`src/rtl/missile_scheduler_if.sv`:
```
// missile_scheduler_if
//   Groups the game-side signals of the invader missile scheduler.
//   master: frame/enable/clear strobes, invader alive mask and formation origin,
//           player position and collision level in; slot positions, active mask
//           and player_hit pulse out.
//   slave : the scheduler side of the same signals.
interface missile_scheduler_if #(
    parameter int unsigned INVADERS_H = 11,
    parameter int unsigned INVADERS_V = 5
);
    logic                               frame;
    logic                               enable;
    logic                               clear;
    logic [INVADERS_H*INVADERS_V-1:0]   invaders;
    logic [9:0]                         invaders_x;
    logic [9:0]                         invaders_y;
    logic [9:0]                         player_y;
    logic                               player_collision;
    logic [9:0]                         m1_x;
    logic [9:0]                         m1_y;
    logic [9:0]                         m2_x;
    logic [9:0]                         m2_y;
    logic [9:0]                         m3_x;
    logic [9:0]                         m3_y;
    logic [2:0]                         m_active;
    logic                               player_hit;

    modport master (
        output frame, enable, clear, invaders, invaders_x, invaders_y, player_y,
               player_collision,
        input  m1_x, m1_y, m2_x, m2_y, m3_x, m3_y, m_active, player_hit
    );

    modport slave (
        input  frame, enable, clear, invaders, invaders_x, invaders_y, player_y,
               player_collision,
        output m1_x, m1_y, m2_x, m2_y, m3_x, m3_y, m_active, player_hit
    );
endinterface

```
`src/rtl/missile_scheduler.sv`:
```
// missile_scheduler
//   Owns the three invader missile slots. Once per frame it advances active
//   missiles, retires those leaving the screen or hitting the player, and on
//   fire-timer expiry picks a firing column round-robin and launches from the
//   lowest live invader of that column into the lowest free slot. Inactive
//   slots are parked at (1023,1023).
// Ports
//   clk    : system clock
//   arst_n : asynchronous reset, active low
//   bus    : missile_scheduler_if.slave (frame/enable/clear, invader mask and
//            origin, player position/collision in; slot positions, m_active,
//            player_hit out)
module missile_scheduler #(
    parameter int unsigned INVADERS_H    = 11,
    parameter int unsigned INVADERS_V    = 5,
    parameter int unsigned OFFSET_H      = 32,
    parameter int unsigned OFFSET_V      = 24,
    parameter int unsigned SPR_W         = 24,
    parameter int unsigned SPR_H         = 16,
    parameter int unsigned PROJ_H        = 8,
    parameter int unsigned MISSILE_SPEED = 2,
    parameter int unsigned SCREEN_BOTTOM = 480,
    parameter int unsigned FIRE_PERIOD   = 48
) (
    input logic                clk,
    input logic                arst_n,
    missile_scheduler_if.slave bus
);
    localparam int unsigned ColW   = (INVADERS_H > 1) ? $clog2(INVADERS_H) : 1;
    localparam int unsigned RowW   = (INVADERS_V > 1) ? $clog2(INVADERS_V) : 1;
    localparam int unsigned TimerW = (FIRE_PERIOD > 1) ? $clog2(FIRE_PERIOD) : 1;

    localparam logic [TimerW-1:0] TimerReload = TimerW'(FIRE_PERIOD - 1);
    localparam logic [ColW-1:0]   LastCol     = ColW'(INVADERS_H - 1);
    localparam logic [10:0]       Bottom      = 11'(SCREEN_BOTTOM);
    localparam logic [10:0]       Speed       = 11'(MISSILE_SPEED);
    localparam logic [11:0]       ProjH       = 12'(PROJ_H);
    localparam logic [9:0]        Parked      = 10'd1023;

    typedef enum logic [2:0] {
        StIdle,
        StMove,
        StFireChk,
        StScan,
        StLaunch
    } state_e;

    state_e            state_q, state_d;
    logic              pending_q, pending_d;
    logic              hit_flag_q, hit_flag_d;
    logic              player_hit_q, player_hit_d;
    logic [TimerW-1:0] timer_q, timer_d;
    logic [ColW-1:0]   rr_q, rr_d;
    logic [ColW-1:0]   col_q, col_d;
    logic [ColW-1:0]   scanned_q, scanned_d;
    logic [2:0]        active_q, active_d;
    logic [9:0]        x_q [3];
    logic [9:0]        x_d [3];
    logic [9:0]        y_q [3];
    logic [9:0]        y_d [3];

    // Lowest live invader in the current column: highest row index wins.
    logic            row_found;
    logic [RowW-1:0] row_sel;

    always_comb begin
        row_found = 1'b0;
        row_sel   = '0;
        for (int r = 0; r < int'(INVADERS_V); r++) begin
            if (bus.invaders[r*int'(INVADERS_H) + int'(col_q)]) begin
                row_found = 1'b1;
                row_sel   = RowW'(r);
            end
        end
    end

    logic [1:0] free_idx;

    always_comb begin
        free_idx = 2'd0;
        for (int i = 2; i >= 0; i--) begin
            if (!active_q[i]) free_idx = 2'(i);
        end
    end

    logic [10:0] new_y;
    logic        kill;
    logic        any_hit;

    always_comb begin
        state_d      = state_q;
        pending_d    = pending_q;
        hit_flag_d   = hit_flag_q;
        player_hit_d = 1'b0;
        timer_d      = timer_q;
        rr_d         = rr_q;
        col_d        = col_q;
        scanned_d    = scanned_q;
        active_d     = active_q;
        x_d          = x_q;
        y_d          = y_q;
        new_y        = '0;
        kill         = 1'b0;
        any_hit      = 1'b0;

        unique case (state_q)
            StIdle: begin
                if (pending_q && bus.enable) begin
                    pending_d = 1'b0;
                    state_d   = StMove;
                end
            end
            StMove: begin
                for (int i = 0; i < 3; i++) begin
                    if (active_q[i]) begin
                        // 11-bit sum so a missile near 1023 cannot wrap back on screen.
                        new_y = {1'b0, y_q[i]} + Speed;
                        kill  = (new_y >= Bottom);
                        if (hit_flag_q && (({1'b0, new_y} + ProjH) >= {2'b0, bus.player_y})) begin
                            kill    = 1'b1;
                            any_hit = 1'b1;
                        end
                        if (kill) begin
                            active_d[i] = 1'b0;
                            x_d[i]      = Parked;
                            y_d[i]      = Parked;
                        end else begin
                            y_d[i] = new_y[9:0];
                        end
                    end
                end
                if (hit_flag_q) begin
                    hit_flag_d   = 1'b0;
                    player_hit_d = any_hit;
                end
                state_d = StFireChk;
            end
            StFireChk: begin
                if (timer_q != '0) begin
                    timer_d = timer_q - 1'b1;
                    state_d = StIdle;
                end else if (&active_q) begin
                    // Timer held at zero so the next frame retries.
                    state_d = StIdle;
                end else begin
                    col_d     = rr_q;
                    scanned_d = '0;
                    state_d   = StScan;
                end
            end
            StScan: begin
                if (row_found) begin
                    state_d = StLaunch;
                end else if (scanned_q == LastCol) begin
                    state_d = StIdle;
                end else begin
                    col_d     = (col_q == LastCol) ? '0 : col_q + 1'b1;
                    scanned_d = scanned_q + 1'b1;
                end
            end
            StLaunch: begin
                // Row is re-derived from the mask seen this cycle; if the column
                // died since the scan, nothing is launched and the timer stays 0.
                if (row_found && !(&active_q)) begin
                    active_d[free_idx] = 1'b1;
                    x_d[free_idx] = bus.invaders_x + 10'(int'(col_q) * int'(OFFSET_H))
                                  + 10'(SPR_W / 2);
                    y_d[free_idx] = bus.invaders_y + 10'(int'(row_sel) * int'(OFFSET_V))
                                  + 10'(SPR_H);
                    rr_d    = (col_q == LastCol) ? '0 : col_q + 1'b1;
                    timer_d = TimerReload;
                end
                state_d = StIdle;
            end
            default: state_d = StIdle;
        endcase

        // Frame set after servicing so a frame coinciding with service is kept.
        if (bus.frame && bus.enable) pending_d = 1'b1;
        if (bus.player_collision) hit_flag_d = 1'b1;

        if (bus.clear) begin
            active_d = '0;
            for (int i = 0; i < 3; i++) begin
                x_d[i] = Parked;
                y_d[i] = Parked;
            end
            timer_d = TimerReload;
            rr_d    = '0;
            state_d = StIdle;
        end
    end

    always_ff @(posedge clk or negedge arst_n) begin
        if (!arst_n) begin
            state_q      <= StIdle;
            pending_q    <= 1'b0;
            hit_flag_q   <= 1'b0;
            player_hit_q <= 1'b0;
            timer_q      <= TimerReload;
            rr_q         <= '0;
            col_q        <= '0;
            scanned_q    <= '0;
            active_q     <= '0;
            for (int i = 0; i < 3; i++) begin
                x_q[i] <= Parked;
                y_q[i] <= Parked;
            end
        end else begin
            state_q      <= state_d;
            pending_q    <= pending_d;
            hit_flag_q   <= hit_flag_d;
            player_hit_q <= player_hit_d;
            timer_q      <= timer_d;
            rr_q         <= rr_d;
            col_q        <= col_d;
            scanned_q    <= scanned_d;
            active_q     <= active_d;
            for (int i = 0; i < 3; i++) begin
                x_q[i] <= x_d[i];
                y_q[i] <= y_d[i];
            end
        end
    end

    assign bus.m1_x       = x_q[0];
    assign bus.m1_y       = y_q[0];
    assign bus.m2_x       = x_q[1];
    assign bus.m2_y       = y_q[1];
    assign bus.m3_x       = x_q[2];
    assign bus.m3_y       = y_q[2];
    assign bus.m_active   = active_q;
    assign bus.player_hit = player_hit_q;
endmodule

```
`src/flat_wrapper.sv`:
```
// flat-port wrapper written by rule: the top's interface ports become plain ports
module missile_scheduler_flat 
#(
    parameter int unsigned INVADERS_H    = 11,
    parameter int unsigned INVADERS_V    = 5,
    parameter int unsigned OFFSET_H      = 32,
    parameter int unsigned OFFSET_V      = 24,
    parameter int unsigned SPR_W         = 24,
    parameter int unsigned SPR_H         = 16,
    parameter int unsigned PROJ_H        = 8,
    parameter int unsigned MISSILE_SPEED = 2,
    parameter int unsigned SCREEN_BOTTOM = 480,
    parameter int unsigned FIRE_PERIOD   = 48
)
  (clk, arst_n, bus_frame, bus_enable, bus_clear, bus_invaders, bus_invaders_x, bus_invaders_y, bus_player_y, bus_player_collision, bus_m1_x, bus_m1_y, bus_m2_x, bus_m2_y, bus_m3_x, bus_m3_y, bus_m_active, bus_player_hit);
  missile_scheduler_if #(.INVADERS_H(INVADERS_H), .INVADERS_V(INVADERS_V)) bus_i ();
  input logic clk;
  input logic arst_n;
  input wire logic [$bits(bus_i.frame)-1:0] bus_frame;
  input wire logic [$bits(bus_i.enable)-1:0] bus_enable;
  input wire logic [$bits(bus_i.clear)-1:0] bus_clear;
  input wire logic [$bits(bus_i.invaders)-1:0] bus_invaders;
  input wire logic [$bits(bus_i.invaders_x)-1:0] bus_invaders_x;
  input wire logic [$bits(bus_i.invaders_y)-1:0] bus_invaders_y;
  input wire logic [$bits(bus_i.player_y)-1:0] bus_player_y;
  input wire logic [$bits(bus_i.player_collision)-1:0] bus_player_collision;
  output wire logic [$bits(bus_i.m1_x)-1:0] bus_m1_x;
  output wire logic [$bits(bus_i.m1_y)-1:0] bus_m1_y;
  output wire logic [$bits(bus_i.m2_x)-1:0] bus_m2_x;
  output wire logic [$bits(bus_i.m2_y)-1:0] bus_m2_y;
  output wire logic [$bits(bus_i.m3_x)-1:0] bus_m3_x;
  output wire logic [$bits(bus_i.m3_y)-1:0] bus_m3_y;
  output wire logic [$bits(bus_i.m_active)-1:0] bus_m_active;
  output wire logic [$bits(bus_i.player_hit)-1:0] bus_player_hit;
  assign bus_i.frame = bus_frame;
  assign bus_i.enable = bus_enable;
  assign bus_i.clear = bus_clear;
  assign bus_i.invaders = bus_invaders;
  assign bus_i.invaders_x = bus_invaders_x;
  assign bus_i.invaders_y = bus_invaders_y;
  assign bus_i.player_y = bus_player_y;
  assign bus_i.player_collision = bus_player_collision;
  assign bus_m1_x = bus_i.m1_x;
  assign bus_m1_y = bus_i.m1_y;
  assign bus_m2_x = bus_i.m2_x;
  assign bus_m2_y = bus_i.m2_y;
  assign bus_m3_x = bus_i.m3_x;
  assign bus_m3_y = bus_i.m3_y;
  assign bus_m_active = bus_i.m_active;
  assign bus_player_hit = bus_i.player_hit;
  missile_scheduler #(.INVADERS_H(INVADERS_H), .INVADERS_V(INVADERS_V), .OFFSET_H(OFFSET_H), .OFFSET_V(OFFSET_V), .SPR_W(SPR_W), .SPR_H(SPR_H), .PROJ_H(PROJ_H), .MISSILE_SPEED(MISSILE_SPEED), .SCREEN_BOTTOM(SCREEN_BOTTOM), .FIRE_PERIOD(FIRE_PERIOD)) u_core (.clk(clk), .arst_n(arst_n), .bus(bus_i));
endmodule
```
`config.mk`:
```
export PLATFORM = sky130hd
export DESIGN_NAME = missile_scheduler_flat
export DESIGN_NICKNAME = d
export VERILOG_FILES = /design/src/rtl/missile_scheduler_if.sv /design/src/rtl/missile_scheduler.sv /design/src/flat_wrapper.sv
export SDC_FILE = /design/constraint.sdc
export NUM_CORES = 1
export LEC_CHECK = 0
export ABC_AREA = 1
export BUFFER_PORTS_ARGS = -buffer_cell sky130_fd_sc_hd__buf_4
export CAP_MARGIN = 10
export CORE_MARGIN = 2
export CORE_UTILIZATION = 35
export DETAILED_ROUTE_END_ITERATION = 8
export PLACE_DENSITY = 0.61
export SYNTH_ARGS = -nofsm -noshare
export SYNTH_HDL_FRONTEND = slang
export SYNTH_SLANG_ARGS = --single-unit
```
`constraint.sdc`:
```
create_clock -name clk -period 8.5 [get_ports clk]
set_input_delay 1.7 -clock clk [delete_from_list [all_inputs] [get_ports clk]]
set_output_delay 1.7 -clock clk [all_outputs]
set_load 0.03 [all_outputs]
```
## After elaboration in Yosys (flattened, before gate mapping)

Cells that the tools add are included.

| storage, ports and cells | value |
|---|---|
| logic and storage cells | 208 |
| input port bits | 91 |
| output and inout port bits | 64 |
| flip-flop bits (word level) | 87 |

| operators by class | value |
|---|---|
| multiplexer cells | 106 |
| bitwise operators | 2 |
| reductions and logical operators | 32 |
| $mul | 1 |
| eq/ne operators | 20 |
| add/sub/neg operators | 17 |
| $lt $le $gt $ge | 15 |

Operators with widths:

| operator | number |
|---|---|
| $mux W10 | 13 |
| $lt A32 B8 Y1 const B | 4 |
| $mux W30 | 4 |
| $pmux W30 S2 | 2 |
| $bwmux W30 | 2 |
| $mux W4 | 12 |
| $mux W1 | 44 |
| $add A11 B4 Y12 const B | 3 |
| $ge A12 B10 Y1 | 3 |
| $add A10 B2 Y11 const B | 3 |
| $ge A11 B9 Y1 const B | 3 |
| $ne A3 B2 Y1 const B | 9 |
| $bmux W1 S6 | 4 |
| $mux W3 | 8 |
| $demux W10 S2 | 1 |
| $mux W6 | 3 |
| $pmux W4 S2 | 2 |
| $reduce_and A3 Y1 | 5 |
| $add A6 B4 Y7 const A | 2 |
| $mux W2 | 6 |
| $pmux W3 S4 | 1 |
| $pmux W6 S2 | 1 |
| $reduce_and A4 Y1 | 3 |
| $reduce_bool A2 Y1 | 6 |
| 32 further kinds | 49 |

## Depth between registers and ports, before layout

Gate-level depths: netlist of run 1.

| logic depth | value |
|---|---|
| depth in word-level cells | 15 |
| depth in mapped cells | 30 |
| gate-level depth less buffers | 27 |

## Worst setup path before layout of run 1

OpenSTA, ideal clock, no wires.

| path | value |
|---|---|
| path type | input -> register |
| from | in bus_invaders[32] |
| to | reg u_core.y_q, in the netlist u_core.bus.m3_y[9] |
| arrival time | 4.459 ns |
| stages on the path | 26 |
| required time | 8.439 ns |
| path buffers | 0 |
| setup time | 0.061 ns |
| setup slack | 3.981 ns |
| cells stage by stage | inv_1 nand2_1 o21ai_1 nand2_1 nand3_1 nand3_1 nand3_1 nand3_1 nand2_1 nand2_1 nand2_1 inv_1 ha_1 ha_1 xnor2_1 ha_1 ha_1 a21oi_1 nand2_1 a21o_1 a21oi_1 xnor2_1 nand2_1 nand2_1 nand4_1 nand2_1 |

| between the ends | value |
|---|---|
| longest elaborated chain between the ends | 14 |
| elaborated cells between the ends (all ways) | 30 |
| classes of those cells | 2 x add/sub; 1 x mul; 1 x eq/ne; 24 x mux; 2 x reduce/logical |

RTL lines:

| item | RTL line | RTL |
|---|---|---|
| from (decl) | flat_wrapper.sv:22 | `input wire logic [$bits(bus_i.invaders)-1:0] bus_invaders;` |
| $bmux W1 S6 | missile_scheduler.sv:70 | `if (bus.invaders[r*int'(INVADERS_H) + int'(col_q)]) begin` |
| $mux W1 (not written as such) (2 in a row) | missile_scheduler.sv:70 |  |
| $mux W1 | missile_scheduler.sv:70 |  |
| $mux W2 (2 in a row) | missile_scheduler.sv:70 |  |
| $mux W3 | missile_scheduler.sv:70 |  |
| $mul A3 B2 Y5 | missile_scheduler.sv:168 | `y_d[free_idx] = bus.invaders_y + 10'(int'(row_sel) * int'(OFFSET_V))` |
| $add A10 B10 Y10 | missile_scheduler.sv:168 |  |
| $add A10 B5 Y10 | missile_scheduler.sv:169 | `+ 10'(SPR_H);` |
| $bwmux W30 | missile_scheduler.sv:168 |  |
| $mux W30 | missile_scheduler.sv:164 | `if (row_found && !(&active_q)) begin` |
| $pmux W30 S2 | missile_scheduler.sv:106 | `unique case (state_q)` |
| $mux W30 | missile_scheduler.sv:182 | `if (bus.clear) begin` |
| to (signal, indexed assignment) | missile_scheduler.sv:207 | `y_q[i] <= Parked;` |
| to (signal, indexed assignment) | missile_scheduler.sv:221 | `y_q[i] <= y_d[i];` |
| to (decl) | missile_scheduler.sv:59 | `logic [9:0] y_q [3];` |

Parallel ways exist; a longest one is shown, timed or not. The select of a mux whose other input is x is not followed.
A chain may end at the register's enable or synchronous reset.

## Final worst setup path of run 1

| path | value |
|---|---|
| from | reg u_core.col_q[0] |
| to | reg u_core.y_q, in the netlist u_core.bus.m1_y[9] |

| between the ends | value |
|---|---|
| longest elaborated chain between the ends | 15 |
| elaborated cells between the ends (all ways) | 37 |
| classes of those cells | 6 x add/sub; 1 x mul; 1 x eq/ne; 27 x mux; 2 x reduce/logical |

RTL lines:

| item | RTL line | RTL |
|---|---|---|
| from (decl) | missile_scheduler.sv:54 | `logic [ColW-1:0] col_q, col_d;` |
| from (signal assigned) | missile_scheduler.sv:216 | `col_q <= col_d;` |
| $add A4 B4 Y5 | missile_scheduler.sv:70 |  |
| $bmux W1 S6 | missile_scheduler.sv:70 |  |
| $mux W1 (not written as such) (2 in a row) | missile_scheduler.sv:70 |  |
| $mux W1 | missile_scheduler.sv:70 |  |
| $mux W2 (2 in a row) | missile_scheduler.sv:70 |  |
| $mux W3 | missile_scheduler.sv:70 |  |
| $mul A3 B2 Y5 | missile_scheduler.sv:168 |  |
| $add A10 B10 Y10 | missile_scheduler.sv:168 |  |
| $add A10 B5 Y10 | missile_scheduler.sv:169 |  |
| $bwmux W30 | missile_scheduler.sv:168 |  |
| $mux W30 | missile_scheduler.sv:164 |  |
| $pmux W30 S2 | missile_scheduler.sv:106 |  |
| $mux W30 | missile_scheduler.sv:182 |  |

Parallel ways exist; a longest one is shown, timed or not. The select of a mux whose other input is x is not followed.

==> results of run 1 <==
final timing paths:
| kind | slack, ns | from | end | cells past startpoint |
|---|---|---|---|---|
| max | 3.03 | u_core.col_q[0]$_DFFE_PN0P_ | u_core.bus.m1_y[9]$_DFFE_PN1P_ | 26 |
| min in group asynchronous | 1.48 | arst_n | u_core.bus.m3_x[7]$_DFFE_PN1P_ | 1 |
| max in group asynchronous | 6.06 | arst_n | u_core.col_q[0]$_DFFE_PN0P_ | 2 |
| min reg2reg | 0.47 | u_core.bus.m2_x[2]$_DFFE_PN1P_ | u_core.bus.m2_x[2]$_DFFE_PN1P_ | 2 |
| max reg2reg | 3.03 | u_core.col_q[0]$_DFFE_PN0P_ | u_core.bus.m1_y[9]$_DFFE_PN1P_ | 26 |
| min | 0.47 | u_core.bus.m2_x[2]$_DFFE_PN1P_ | u_core.bus.m2_x[2]$_DFFE_PN1P_ | 2 |
metrics by stage:
stage                     cells  hold slack (ns)  worst slack [ns]  total power (uW)
after detailed placement   1731            0.459              3.09              2450
after floorplan            1308            0.464              3.98              1920
final                      1747            0.469              3.03              2850
after CTS                  1747            0.470              3.06              2870
after global routing       1747            0.484              2.45              3100
after global placement     1731            0.459              3.19              2430
power groups by stage:
| stage | combinational [uW] | clock [uW] | sequential, uW |
|---|---|---|---|
| detailed placement | 1680 | 0 | 772 |
| global placement | 1660 | 0 | 772 |
| floorplan | 959 | 0 | 960 |
| global route | 1890 | 425 | 789 |
| CTS | 1690 | 408 | 768 |
| finish | 1680 | 401 | 767 |
worst register-to-register path, stage by stage, from the launching register on:
cell,delay (ns)
dfrtp_2,0.34
buf_4,0.50
inv_4,0.37
ha_1,0.76
inv_1,0.34
o21ai_0,0.15
o22ai_1,0.08
o21ai_0,0.21
nand3_1,0.10
nand2_1,0.14
nand2_1,0.08
nand2_1,0.06
inv_1,0.04
ha_1,0.19
ha_1,0.18
xnor2_1,0.16
ha_1,0.25
ha_1,0.35
a21oi_1,0.14
nand2_1,0.09
a21o_1,0.17
a21oi_1,0.15
xnor2_1,0.18
nand2_1,0.08
nand2_1,0.09
nand4_1,0.10
nand2_1,0.11
cell type report:
cell class | count | area (um2)
Fill cell | 2535 | 13500
Tap cell | 319 | 399
Inverter | 170 | 641
Timing Repair Buffer | 163 | 1220
Sequential cell | 87 | 2260
Multi-Input combinational cell | 992 | 5290
Clock buffer | 13 | 272
Clock inverter | 3 | 22.5
layout by cell type, fill, tap and decap left out, drive strengths merged:
cell type	count
o21bai	3
nand3b	2
o211ai	8
nand2	423
nor3	15
fa	1
a31oi	2
a211oi	3
a21oi	26
nand4	88
conb	1
buf	163
xor2	26
nor4	4
dfrtp	22
xnor2	19
nor2	63
o21ai	82
o311ai	1
and2	4
clkbuf	13
nor3b	1
clkinv	1
ha	67
a22oi	3
nand3	139
a21o	1
inv	172
a22o	1
dfstp	65
o21a	1
o22ai	2
o31ai	1
o31a	1
or2	4
sequential cells by signal (all words and copies together), names as in the netlist, 4 cells and up:
register,count
u_core.bus.m3_x,10
u_core.bus.m1_x,10
u_core.bus.m2_x,10
u_core.bus.m3_y,10
u_core.bus.m1_y,10
u_core.bus.m2_y,10
u_core.scanned_q,4
u_core.timer_q,6
u_core.col_q,4
u_core.rr_q,4
cells by family after synthesis:
logic type	synth area share
flops	0.266
buf+inv	0.111
other cells	0.000442
fa+ha+maj	0.101
compound gates	0.0892
simple gates	0.385
xor+xnor	0.0473
routing by layer:
| metal | wire length [um] | up-vias | track usage | part of all wire |
|---|---|---|---|---|
| met2 | 12700 | 237 | 0.348 | 0.47 |
| li1 | - | 4520 | - | - |
| met3 | 1390 | 39 | 0.0382 | 0.051 |
| met5 | 0 | - | 0 | 0 |
| met1 | 12400 | 4184 | 0.287 | 0.46 |
| met4 | 683 | 0 | 0.0640 | 0.025 |
synth_stat cells (2+ instances only):
cell / n
buf_4: 8
o21ai_1: 10
nor2_1: 61
nand3b_1: 2
o21bai_1: 3
dfstp_2: 65
or2_2: 3
nor2_2: 2
ha_1: 67
nand4_1: 88
and2_1: 3
buf_6: 3
o211ai_1: 8
buf_2: 24
nand2_2: 5
inv_1: 167
o21ai_0: 72
a211oi_1: 3
xnor2_1: 18
nand2_1: 418
o22ai_1: 2
dfrtp_1: 22
nor4_1: 4
a22oi_1: 3
nand3_1: 138
a31oi_1: 2
nor3_1: 15
inv_2: 2
xor2_1: 26
a21oi_1: 24
clkbuf_1: 24
==> qor.csv, run 1 <==
metric;value;unit
Die Span X;160;um
routability cong.;0.869;
synthesized flop and latch total;87;
Initial Util;0.360;
Synth top area share;0.201;
LEAKAGE;0.00526;uW
clock power share;0.141;
Crit path max-delay family;adder cells;
initial DRC count;726;
largest area contributor in the netlist;dfstp_2;
Pwr Density;282;nW/um2
Core Region;23600;um2
WL per Instance;15.5;um
Clock Latency Late Sink;0.36;ns
Post-route DRC;0;
yosys warns;0;
top post-synthesis cells by area;dfstp_2 (20%), nand2_1 (18%), ha_1 (9.9%);
setup TNS;0;ns
post-CTS sizing;0;
Clock transition at path regs;0.07;ns
Arrival @ worst endpoint;5.77;ns
Hold Crit Class;flop to flop;
Placement Cell Area;9810;um2
period utilization;0.644;
fmax;183;MHz
finished layout cell area;10100;um2
GRT Total Usage;0.213;
depth of the CTS H-tree;3;
part of the Yosys area used for sequential elements;0.266;
initial antenna violation count;0;
Mean Syn Cell Area;6.49;um2
area growth from synthesis to layout;19.1;%
final wirelength;27100;um
Post-Synthesis Cells;1308;
clk sinks;87;
Post-CTS Hold Buffers;0;
Worst slew margin;0.162;
Psw;1400;uW
Row Count;56;
CTS tree;done;
Final Util;0.428;
Seq pwr share;0.269;
Slowest Stage Delay on Critical Path;0.74;ns
CP Max Fanout;65;
critical path class;flop to flop;
vias after detailed routing;8980;
Post-synth EDFFs;0;
drt first pass iters;5;
largest net degree at the start of global routing;66;
total CTS buffers;9;
CTS Buffer Depth;2;
Mapped Nets;1467;
slew of the pin with the lowest slew margin;1.26;ns
sw frac;0.492;
Via density;5.14;
Required @ worst endpoint;8.80;ns
CTS Root Cell;clkbuf_16;
most used cell along the critical path;nand2_1;
CP max-delay cell;ha_1;
worst path buffer plus inverter count;4;
Netlist Area Pre-Place;8490;um2
min Tclk post-route;5.47;ns
remaining antenna violation count;0;
vias in the first global route;8636;
Critical Path End Type;flop;
die footprint;25500;um2
Int Power;1450;uW
unrepaired setup endpoints after global routing;false;
Max VDD drop;123;uV
distinct cell type count after synthesis;47;
Layout Nets;1582;
share of layout cells above drive strength 1;0.182;
Final Setup Violations;0;
HPWL Detailed;20600;um
diode count;0;
Comb pwr share;0.590;
final hold viol count;0;
# IOs;155;
first-pass GRT wire length;44300;um
GRT overflow;0;
Post-CTS Setup Inserts;0;
Setup Skew;0.00949;ns
PortBufs;154;
ys flop type;dfstp_2;
status;complete, no violations;
ys async rst share;1.00;
Maximum Capacitance Violations;0;
CP Launch Type;flop;
Die Y;160;um
Slew Limit Fails;0;
Note: power is estimated with default switching activity, not from simulation.
==> run 2, diff against run 1 <==
clock period = 5.4 ns   (was 8.5 ns; I/O delays follow)
==> run 2 against run 1 <==
Sequential cell count is the same. Clock skew grew 0.0021 ns. Global-route usage grew 0.077 points. Sequential power grew 56%. Die area is the same. Clock-buffer cell count shrank 1. Core utilization grew 0.23 points. Final cell count grew 0.40%. Fmax grew 19%. Combinational power grew 58%. Largest cell class unchanged. Clock power grew 57%. Critical path depth is the same.
==> qor.csv, run 2 (synthesis gave the netlist of run 1 again) <==
metric;value;unit
clk sinks;87;
Post-CTS Hold Buffers;0;
most frequent cells in the layout;nand2_1 (418), buf_4 (170), inv_1 (167), nand3_1 (138), nand4_1 (88);
drt first pass iters;5;
Final Util;0.430;
# IOs;155;
Clock Latency Late Sink;0.36;ns
Required @ worst endpoint;5.69;ns
met1 WL;12300;um
most used cell along the critical path;nand2_1;
depth of the CTS H-tree;3;
area growth from synthesis to layout;19.7;%
Clock transition at path regs;0.07;ns
Overall Power;4490;uW
GRT Total Usage;0.214;
Hold Crit Class;flop to flop;
Max VDD drop;185;uV
Core Region;23600;um2
largest net degree at the start of global routing;61;
fmax;218;MHz
final hold viol count;0;
Critical Path End Type;flop;
FF-to-FF path depth;26;
slew of the pin with the lowest slew margin;1.07;ns
Final Setup Violations;0;
HPWL Detailed;20400;um
unrepaired setup endpoints after global routing;false;
Post-CTS Setup Inserts;0;
first-pass GRT wire length;44600;um
initial antenna violation count;1;
commonest non-fill, non-tap cell in the layout;nand2_1;
Slowest Stage Delay on Critical Path;0.59;ns
LEAKAGE;0.00528;uW
reg2reg end;u_core.bus.m3_y[9]$_DFFE_PN1P_;
vias in the first global route;8585;
Pwr Density;441;nW/um2
Arrival @ worst endpoint;4.88;ns
status;complete, no violations;
min Tclk post-route;4.59;ns
Maximum Capacitance Violations;0;
R2R Path Start;u_core.col_q[0]$_DFFE_PN0P_;
FF-to-FF setup slack;0.81;ns
post-CTS sizing;0;
GRT overflow;0;
CP Launch Type;flop;
Setup Skew;0.0116;ns
CP max-delay cell;dfrtp_2;
crit path launch;u_core.col_q[0]$_DFFE_PN0P_;
remaining antenna violation count;0;
initial DRC count;786;
Row Count;56;
routed length on met3;1720;um
Die Span X;160;um
Worst slew margin;0.287;
total CTS buffers;9;
CTS Root Cell;clkbuf_16;
Slew Limit Fails;0;
period utilization;0.849;
CP Capture Point;u_core.bus.m3_y[9]$_DFFE_PN1P_;
die footprint;25500;um2
Layout Nets;1589;
critical path class;flop to flop;
CTS tree;done;
share of layout cells above drive strength 1;0.186;
PortBufs;154;
met2 WL;12800;um
Die Y;160;um
Initial Util;0.360;
Max Used Layer;met4;
CTS Buffer Depth;2;
setup TNS;0;ns
routability cong.;0.858;
WL per Instance;15.5;um
Post-route DRC;0;
vias after detailed routing;8962;
final wirelength;27200;um
Via density;5.11;
CP Max Fanout;20;
run 2: worst min-delay path by stage:
stage                                               from                        endpoint  slack (ns)  cells past startpoint
after floorplan            u_core.timer_q[1]$_DFFE_PN1P_   u_core.timer_q[1]$_DFFE_PN1P_        0.46                      2
after global placement    u_core.bus.m2_x[5]$_DFFE_PN1P_  u_core.bus.m2_x[5]$_DFFE_PN1P_        0.46                      2
after detailed placement  u_core.bus.m1_x[7]$_DFFE_PN1P_  u_core.bus.m1_x[7]$_DFFE_PN1P_        0.46                      2
after CTS                 u_core.bus.m2_x[0]$_DFFE_PN1P_  u_core.bus.m2_x[0]$_DFFE_PN1P_        0.47                      2
after global routing      u_core.bus.m1_x[5]$_DFFE_PN1P_  u_core.bus.m1_x[5]$_DFFE_PN1P_        0.49                      2
final                     u_core.bus.m2_x[0]$_DFFE_PN1P_  u_core.bus.m2_x[0]$_DFFE_PN1P_        0.47                      2
run 2: final cells by class:
type                       instances  area (um2)
inverter                         170         641
clock buffer                      12         268
sequential                        87        2260
antenna                            1        2.50
clock inverter                     3        25.0
fill                            2534       13500
tap                              319         399
multi-input combinational        992        5290
timing repair buffer             170        1280
run 2: routing by layer:
layer / GRT usage / up-vias
li1: - / 4534
met1: 0.290 / 4133
met2: 0.353 / 265
met3: 0.0413 / 30
met4: 0.0463 / 0
met5: 0 / -
run 2: worst max-delay path, delay by kind of cell, from the launching register on:
family / cells / cell delay, ns
adder cells (fa/ha/maj): 5 / 1.24
AO/OA/AOI/OAI: 6 / 0.99
AND/OR/NAND/NOR: 10 / 0.80
flip-flops: 1 / 0.59
XOR/XNOR: 2 / 0.30
buffers and inverters: 3 / 0.61
run 2: stage by stage:
step,cell area [um2],hold slack [ns],cells,worst slack [ns]
global route,10200,0.485,1754,0.306
detailed placement,9870,0.461,1738,0.847
global placement,9870,0.461,1738,0.981
CTS,10200,0.470,1753,0.812
floorplan,8490,0.464,1308,1.22
finish,10200,0.469,1754,0.813
run 2: power breakdown:
part	switching, uW	total, uW	internal, uW
Sequential	222	1200	982
Clock	275	628	353
Combinational	1700	2650	959
